**config.mk**
```make
export PLATFORM = sky130hd
export DESIGN_NAME = imem_access_ctrl_flat
export DESIGN_NICKNAME = d
export VERILOG_FILES = /design/src/rtl/imem_pkg.sv /design/src/rtl/imem_access_ctrl_if.sv /design/src/rtl/imem_starve_cnt.sv /design/src/rtl/imem_access_ctrl.sv /design/src/flat_wrapper.sv
export SDC_FILE = /design/constraint.sdc
export NUM_CORES = 1
export LEC_CHECK = 0
export ABC_AREA = 1
export CORE_AREA = 2 2 92 94
export DETAILED_ROUTE_END_ITERATION = 7
export DIE_AREA = 0 0 94 96
export DONT_BUFFER_PORTS = 1
export PLACE_DENSITY = 0.53
export SLEW_MARGIN = 20
export SYNTH_ARGS = -nofsm -noshare
export SYNTH_HDL_FRONTEND = slang
export SYNTH_SLANG_ARGS = --single-unit
```
**constraint.sdc**
```tcl
create_clock -name clk_i -period 3.9 [get_ports clk_i]
set_input_delay 0.78 -clock clk_i [delete_from_list [all_inputs] [get_ports clk_i]]
set_output_delay 0.78 -clock clk_i [all_outputs]
set_load 0.01 [all_outputs]
```
**src/rtl/imem_pkg.sv**
```systemverilog
// rtl/imem_pkg.sv - shared types and constants for the instruction memory access controller
// Contents: imem_state_e (BOOT/RUN), NOP_INSTR (word returned on rejected fetches), imem_word_t.
package imem_pkg;

    typedef enum logic [0:0] {
        BOOT = 1'b0,
        RUN  = 1'b1
    } imem_state_e;

    localparam logic [31:0] NOP_INSTR = 32'h0000_0013;

    typedef logic [31:0] imem_word_t;

endpackage

```
**src/rtl/imem_access_ctrl_if.sv**
```systemverilog
// rtl/imem_access_ctrl_if.sv - fetch, loader and memory-port bundle of the instruction memory controller
// Modports: slave  = controller view (consumes requests/read data, drives grants/responses/memory controls)
//           master = environment view (fetch unit, loader and memory model)
// Optional: IMEM_BOUNDS_CHK_EN adds load_err_o.
interface imem_access_ctrl_if;
    import imem_pkg::*;

    logic       fetch_req_i;
    imem_word_t fetch_addr_i;
    logic       fetch_gnt_o;
    logic       fetch_rvalid_o;
    imem_word_t fetch_rdata_o;
    logic       fetch_err_o;

    logic       load_req_i;
    imem_word_t load_addr_i;
    imem_word_t load_data_i;
    logic       load_gnt_o;
    logic       load_done_i;
    logic       boot_done_o;
`ifdef IMEM_BOUNDS_CHK_EN
    logic       load_err_o;
`endif

    imem_word_t mem_addr_o;
    imem_word_t mem_wdata_o;
    logic       mem_we_o;
    logic       mem_re_o;
    imem_word_t mem_rdata_i;

    modport slave (
        input  fetch_req_i, fetch_addr_i, load_req_i, load_addr_i, load_data_i,
               load_done_i, mem_rdata_i,
        output fetch_gnt_o, fetch_rvalid_o, fetch_rdata_o, fetch_err_o,
               load_gnt_o, boot_done_o, mem_addr_o, mem_wdata_o, mem_we_o, mem_re_o
`ifdef IMEM_BOUNDS_CHK_EN
        , output load_err_o
`endif
    );

    modport master (
        output fetch_req_i, fetch_addr_i, load_req_i, load_addr_i, load_data_i,
               load_done_i, mem_rdata_i,
        input  fetch_gnt_o, fetch_rvalid_o, fetch_rdata_o, fetch_err_o,
               load_gnt_o, boot_done_o, mem_addr_o, mem_wdata_o, mem_we_o, mem_re_o
`ifdef IMEM_BOUNDS_CHK_EN
        , input load_err_o
`endif
    );

endinterface

```
**src/rtl/imem_starve_cnt.sv**
```systemverilog
// rtl/imem_starve_cnt.sv - saturating count of consecutive denied loader requests
// Ports: clk_i, rst_ni (async, active-low), inc_i (request denied this cycle),
//        clr_i (granted or not requesting; wins over inc_i), sat_o (count reached MAX_WAIT).
module imem_starve_cnt #(
    parameter int MAX_WAIT = 4
) (
    input  logic clk_i,
    input  logic rst_ni,
    input  logic inc_i,
    input  logic clr_i,
    output logic sat_o
);

    localparam int CW = (MAX_WAIT < 1) ? 1 : $clog2(MAX_WAIT + 1);
    localparam logic [CW-1:0] LIMIT = CW'(MAX_WAIT);

    logic [CW-1:0] cnt_q;

    always_ff @(posedge clk_i or negedge rst_ni) begin
        if (!rst_ni) begin
            cnt_q <= '0;
        end else if (clr_i) begin
            cnt_q <= '0;
        end else if (inc_i && (cnt_q != LIMIT)) begin
            cnt_q <= cnt_q + 1'b1;
        end
    end

    assign sat_o = (cnt_q == LIMIT);

endmodule

```
**src/rtl/imem_access_ctrl.sv**
```systemverilog
// rtl/imem_access_ctrl.sv - boot sequencing and fetch/load arbitration for the instruction memory port
// Ports: clk_i, rst_ni (async, active-low), bus (imem_access_ctrl_if.slave: fetch request/grant/response,
//        loader request/grant/done, boot_done_o, memory address/wdata/we/re and combinational read data).
// Optional: define IMEM_BOUNDS_CHK_EN to reject word indexes >= NENTRIES like misaligned accesses
//           and to drive load_err_o on every dropped load grant.
module imem_access_ctrl
    import imem_pkg::*;
#(
    parameter int NENTRIES = 128,
    parameter int MAX_WAIT = 4
) (
    input  logic                clk_i,
    input  logic                rst_ni,
    imem_access_ctrl_if.slave   bus
);

    imem_state_e state_q, state_d;
    logic        fetch_gnt, load_gnt;
    logic        fetch_bad, load_bad;
    logic        starved;
    logic        rvalid_q, err_q;
    imem_word_t  rdata_q;

    // Rejected accesses are still granted so neither requester stalls on a bad address;
    // they simply never reach the memory array.
`ifdef IMEM_BOUNDS_CHK_EN
    localparam logic [29:0] IDX_LIMIT = 30'(NENTRIES);
    assign fetch_bad = (bus.fetch_addr_i[1:0] != 2'b00) || (bus.fetch_addr_i[31:2] >= IDX_LIMIT);
    assign load_bad  = (bus.load_addr_i[1:0]  != 2'b00) || (bus.load_addr_i[31:2]  >= IDX_LIMIT);
`else
    assign fetch_bad = (bus.fetch_addr_i[1:0] != 2'b00);
    assign load_bad  = (bus.load_addr_i[1:0]  != 2'b00);
`endif

    always_ff @(posedge clk_i or negedge rst_ni) begin
        if (!rst_ni) begin
            state_q <= BOOT;
        end else begin
            state_q <= state_d;
        end
    end

    // Leaving BOOT waits for an idle loader so a final write that coincides with done still lands.
    always_comb begin
        state_d = state_q;
        case (state_q)
            BOOT:    if (bus.load_done_i && !bus.load_req_i) state_d = RUN;
            RUN:     state_d = RUN;
            default: state_d = BOOT;
        endcase
    end

    always_comb begin
        fetch_gnt = 1'b0;
        load_gnt  = 1'b0;
        case (state_q)
            BOOT: load_gnt = bus.load_req_i;
            RUN: begin
                if (bus.load_req_i && starved) begin
                    load_gnt = 1'b1;
                end else if (bus.fetch_req_i) begin
                    fetch_gnt = 1'b1;
                end else if (bus.load_req_i) begin
                    load_gnt = 1'b1;
                end
            end
            default: ;
        endcase
    end

    // Only RUN can deny the loader, so BOOT never advances the count.
    imem_starve_cnt #(
        .MAX_WAIT (MAX_WAIT)
    ) u_starve_cnt (
        .clk_i  (clk_i),
        .rst_ni (rst_ni),
        .inc_i  ((state_q == RUN) && bus.load_req_i && !load_gnt),
        .clr_i  (load_gnt || !bus.load_req_i),
        .sat_o  (starved)
    );

    always_ff @(posedge clk_i or negedge rst_ni) begin
        if (!rst_ni) begin
            rvalid_q <= 1'b0;
            err_q    <= 1'b0;
            rdata_q  <= '0;
        end else begin
            rvalid_q <= fetch_gnt;
            err_q    <= fetch_gnt && fetch_bad;
            if (fetch_gnt) begin
                rdata_q <= fetch_bad ? NOP_INSTR : bus.mem_rdata_i;
            end
        end
    end

    assign bus.fetch_gnt_o    = fetch_gnt;
    assign bus.load_gnt_o     = load_gnt;
    assign bus.boot_done_o    = (state_q == RUN);
    assign bus.fetch_rvalid_o = rvalid_q;
    assign bus.fetch_err_o    = err_q;
    assign bus.fetch_rdata_o  = rdata_q;
    assign bus.mem_re_o       = fetch_gnt && !fetch_bad;
    assign bus.mem_we_o       = load_gnt && !load_bad;
    assign bus.mem_addr_o     = fetch_gnt ? bus.fetch_addr_i :
                                load_gnt  ? bus.load_addr_i  : '0;
    assign bus.mem_wdata_o    = load_gnt ? bus.load_data_i : '0;
`ifdef IMEM_BOUNDS_CHK_EN
    assign bus.load_err_o     = load_gnt && load_bad;
`endif

endmodule
```
**src/flat_wrapper.sv**
```systemverilog
// flat-port wrapper written by rule: the top's interface ports become plain ports
module imem_access_ctrl_flat import imem_pkg::*;
#(
    parameter int NENTRIES = 128,
    parameter int MAX_WAIT = 4
)
  (clk_i, rst_ni, bus_fetch_req_i, bus_fetch_addr_i, bus_load_req_i, bus_load_addr_i, bus_load_data_i, bus_load_done_i, bus_mem_rdata_i, bus_fetch_gnt_o, bus_fetch_rvalid_o, bus_fetch_rdata_o, bus_fetch_err_o, bus_load_gnt_o, bus_boot_done_o, bus_mem_addr_o, bus_mem_wdata_o, bus_mem_we_o, bus_mem_re_o);
  imem_access_ctrl_if bus_i ();
  input  logic clk_i;
  input  logic rst_ni;
  input wire logic [$bits(bus_i.fetch_req_i)-1:0] bus_fetch_req_i;
  input wire logic [$bits(bus_i.fetch_addr_i)-1:0] bus_fetch_addr_i;
  input wire logic [$bits(bus_i.load_req_i)-1:0] bus_load_req_i;
  input wire logic [$bits(bus_i.load_addr_i)-1:0] bus_load_addr_i;
  input wire logic [$bits(bus_i.load_data_i)-1:0] bus_load_data_i;
  input wire logic [$bits(bus_i.load_done_i)-1:0] bus_load_done_i;
  input wire logic [$bits(bus_i.mem_rdata_i)-1:0] bus_mem_rdata_i;
  output wire logic [$bits(bus_i.fetch_gnt_o)-1:0] bus_fetch_gnt_o;
  output wire logic [$bits(bus_i.fetch_rvalid_o)-1:0] bus_fetch_rvalid_o;
  output wire logic [$bits(bus_i.fetch_rdata_o)-1:0] bus_fetch_rdata_o;
  output wire logic [$bits(bus_i.fetch_err_o)-1:0] bus_fetch_err_o;
  output wire logic [$bits(bus_i.load_gnt_o)-1:0] bus_load_gnt_o;
  output wire logic [$bits(bus_i.boot_done_o)-1:0] bus_boot_done_o;
  output wire logic [$bits(bus_i.mem_addr_o)-1:0] bus_mem_addr_o;
  output wire logic [$bits(bus_i.mem_wdata_o)-1:0] bus_mem_wdata_o;
  output wire logic [$bits(bus_i.mem_we_o)-1:0] bus_mem_we_o;
  output wire logic [$bits(bus_i.mem_re_o)-1:0] bus_mem_re_o;
  assign bus_i.fetch_req_i = bus_fetch_req_i;
  assign bus_i.fetch_addr_i = bus_fetch_addr_i;
  assign bus_i.load_req_i = bus_load_req_i;
  assign bus_i.load_addr_i = bus_load_addr_i;
  assign bus_i.load_data_i = bus_load_data_i;
  assign bus_i.load_done_i = bus_load_done_i;
  assign bus_i.mem_rdata_i = bus_mem_rdata_i;
  assign bus_fetch_gnt_o = bus_i.fetch_gnt_o;
  assign bus_fetch_rvalid_o = bus_i.fetch_rvalid_o;
  assign bus_fetch_rdata_o = bus_i.fetch_rdata_o;
  assign bus_fetch_err_o = bus_i.fetch_err_o;
  assign bus_load_gnt_o = bus_i.load_gnt_o;
  assign bus_boot_done_o = bus_i.boot_done_o;
  assign bus_mem_addr_o = bus_i.mem_addr_o;
  assign bus_mem_wdata_o = bus_i.mem_wdata_o;
  assign bus_mem_we_o = bus_i.mem_we_o;
  assign bus_mem_re_o = bus_i.mem_re_o;
  imem_access_ctrl #(.NENTRIES(NENTRIES), .MAX_WAIT(MAX_WAIT)) u_core (.clk_i(clk_i), .rst_ni(rst_ni), .bus(bus_i));
endmodule
```
==> results.sh <==
export IMPL_ys_types=21
export IMPL_drc_errors=0
export IMPL_io_pins=236
export IMPL_seq_area_frac_synth=0.3930
export IMPL_finalWeightedCongestion=0.7249
export IMPL_crit_fanout=34
export IMPL_synth_top_area_share=0.3930
export IMPL_wl_met1_um=2866
export IMPL_clockBufferDepth=2
export IMPL_syn_area_um2=2420
export IMPL_die_width_um=94
export IMPL_grt_pass1_vias=1706
export IMPL_fmax_ghz=0.3422
export IMPL_pre_cts_ws_ns=0.9680
export IMPL_whs_ns=0.1788
export IMPL_wl_per_cell_um=15.73
export IMPL_io_buffer_count=0
export IMPL_post_dp_hpwl_um=5394
export IMPL_p_sw_uw=270.8
export IMPL_num_rows=33
export IMPL_total_leakage_power_uw=0.001340
export IMPL_synth_nets=482
export IMPL_intPower_uw=582.7
export IMPL_hp_class="in -> async"
export IMPL_area_growth_pct=3.413
export IMPL_grt_usage=0.1380
export IMPL_rr_endpoint="u_core.bus.fetch_rdata_o[13]$_DFFE_PN0P_"
export IMPL_syn_avg_cell_area_um2=6.974
export IMPL_ir_drop_mv=0.1480
export IMPL_crit_reg2reg_launch="u_core.bus.boot_done_o$_DFF_PN0_"
export IMPL_clk_pin_slew_ns=0.08
export IMPL_drtPass1Iterations=4
export IMPL_fin_area_um2=2502
export IMPL_dieArea_um2=9024
export IMPL_cts_htree_levels=2
export IMPL_period_minus_slack_ns=2.922
export IMPL_final_antenna_net_count=0
export IMPL_placed_cell_area_um2=2416
export IMPL_maxCapViolCount=0
export IMPL_end_kind="output pin"
export IMPL_grt_ovfl_total=0
export IMPL_finalSetupTns_ns=0
export IMPL_path_cells="inv_1 -> ha_1 -> nand3_2 -> nand2_2 -> inv_2 -> nor2_1 -> buf_4"
export IMPL_critPathSlowestCell="nand2_2"
export IMPL_synth_area_top_cells="dfrtp_1 39%, nand2_1 21%, o21ai_2 8.7%, nand3_1 7.4%, inv_1 6.2%"
export IMPL_r2r_slack_ns=2.03
export IMPL_drt_total_wl_um=6937
export IMPL_cts_num_sinks=38
export IMPL_critPathRequiredTime_ns=3.12
export IMPL_cts_made_buffers=5
export IMPL_comb_power_share=0.167
export IMPL_synth_largest_area_cell="dfrtp_1"
export IMPL_p_seq_frac=0.521
export IMPL_ys_warn_count=0
export IMPL_die_height_um=96
export IMPL_setup_ws_ns=0.9779
export IMPL_grt_first_pass_wirelength_um=9349
export IMPL_critPathLaunchType="flop"
export IMPL_swShare=0.3173
export IMPL_highest_layer="met4"
export IMPL_drt_iter0_drc=70
export IMPL_worstRegToRegCells=5
export IMPL_start_util=0.3005
export IMPL_cts_setup_buffers=0
export IMPL_grt_max_degree=65
export IMPL_hold_violations=0
export IMPL_final_nets=470
export IMPL_vias=2091
export IMPL_maxSlewHeadroom=0.5342
export IMPL_setup_violations=0
export IMPL_antenna_found_initial=0
export IMPL_cts_tree="yes"
export IMPL_vias_per_cell=4.741
export IMPL_clock_latency_ns=0.29
export IMPL_synth_seq_cells=38
export IMPL_final_max_slew_viol_count=0
export IMPL_cp_slowest_stage_delay_ns=0.47
export IMPL_wl_met3_um=589
export IMPL_outcome="completed"
export IMPL_syn_instance_count=347
export IMPL_rsz0062_at_grt="no"
export IMPL_utilization=0.3108
export IMPL_power_frac_clock=0.312
export IMPL_holdBufCountCts=0
export IMPL_core_area_um2=8051
export IMPL_power_density_nw_per_um2=341.1
export IMPL_postCtsResizedCells=0
export IMPL_skew_ns=0.006890
export IMPL_tightest_slew_ns=0.6978
export IMPL_crit_type="reg -> out"
export IMPL_cp_arrival_ns=2.14
export IMPL_drive_above_1_share=0.1250
export IMPL_antenna_cells=0
export IMPL_wl_met2_um=3428
export IMPL_fin_crit_sh=0.7493
export IMPL_clockRootBuffer="clkbuf_8"
-- worst max path at each step --
| stage | from | end | slack, ns | cells after the start |
|---|---|---|---|---|
| finish | u_core.u_starve_cnt.cnt_q[0]$_DFFE_PN0P_ | bus_mem_we_o | 0.98 | 7 |
| global route | u_core.u_starve_cnt.cnt_q[0]$_DFFE_PN0P_ | bus_mem_we_o | 0.74 | 7 |
| CTS | u_core.u_starve_cnt.cnt_q[0]$_DFFE_PN0P_ | bus_mem_we_o | 0.93 | 7 |
| detailed placement | bus_fetch_req_i | bus_mem_re_o | 0.97 | 4 |
| global placement | bus_fetch_req_i | bus_mem_we_o | 0.99 | 6 |
| floorplan | bus_fetch_req_i | bus_mem_re_o | 1.71 | 5 |
-- power groups by stage --
stage	logic [uW]	registers, uW	clock network [uW]
floorplan	133	447	0
global placement	142	453	0
detailed placement	145	453	0
CTS	145	446	283
global route	167	448	300
finish	143	445	266
-- synthesized netlist by cell type, drive strengths merged --
| cell type | n |
|---|---|
| nand2 | 135 |
| inv | 42 |
| dfrtp | 38 |
| nor2 | 38 |
| nand3 | 37 |
| o21ai | 29 |
| buf | 22 |
| ha | 2 |
| nor3 | 1 |
| o21bai | 1 |
| or2 | 1 |
| xnor2 | 1 |
-- placed cells by master, fill, tap and decap left out --
master	n
o21ai_1	4
inv_2	2
dfrtp_1	38
nor3_2	1
nand2_2	1
or2_2	1
clkinv_4	1
o21ai_2	24
buf_4	3
clkinv_2	1
nand2_1	133
clkbuf_1	1
inv_1	40
nand3_2	1
nand3_1	36
xnor2_1	1
nor2_1	37
clkbuf_8	5
nand2_8	1
ha_1	2
o21ai_0	1
o21bai_1	1
nor2_2	1
-- metal layers --
layer / up-vias / track usage
li1: 1025 / -
met1: 940 / 0.1836
met2: 121 / 0.2208
met3: 5 / 0.04229
met4: 0 / 0.03261
met5: - / 0
-- flip-flops by register name, summed over array words and instances (netlist names) --
name / flops
u_core.bus.boot_done_o: 1
u_core.bus.fetch_err_o: 1
u_core.u_starve_cnt.cnt_q: 3
u_core.bus.fetch_rvalid_o: 1
u_core.bus.fetch_rdata_o: 32
-- metrics by stage --
stage	cells	total power [uW]
after floorplan	347	579.7
after global placement	433	595.2
after detailed placement	433	598.3
after CTS	441	873.7
after global routing	441	914.6
final	441	853.5
-- worst max-delay path: cells and delay by family, from the launching register on --
kind / cells / cell delay [ns]
adders and majority gates: 1 / 0.15
buffers and inverters: 3 / 0.57
DFF: 1 / 0.40
and+or+nand+nor: 3 / 0.73
-- cells by family after synthesis --
group / count (synthesis) / synth area share
simple gates: 212 / 0.3625
compound gates: 30 / 0.1003
fa+ha+maj: 2 / 0.01034
buf+inv: 64 / 0.1303
xor+xnor: 1 / 0.003620
flops: 38 / 0.3930
-- area by class of cell --
class | count | area, um^2
Tap cell | 105 | 131.4
Clock inverter | 2 | 13.76
Fill cell | 908 | 5549
Clock buffer | 6 | 72.57
Timing Repair Buffer | 3 | 22.52
Inverter | 42 | 157.7
Multi-Input combinational cell | 245 | 1154
Sequential cell | 38 | 950.9
Power figures use the tool's default switching activity.
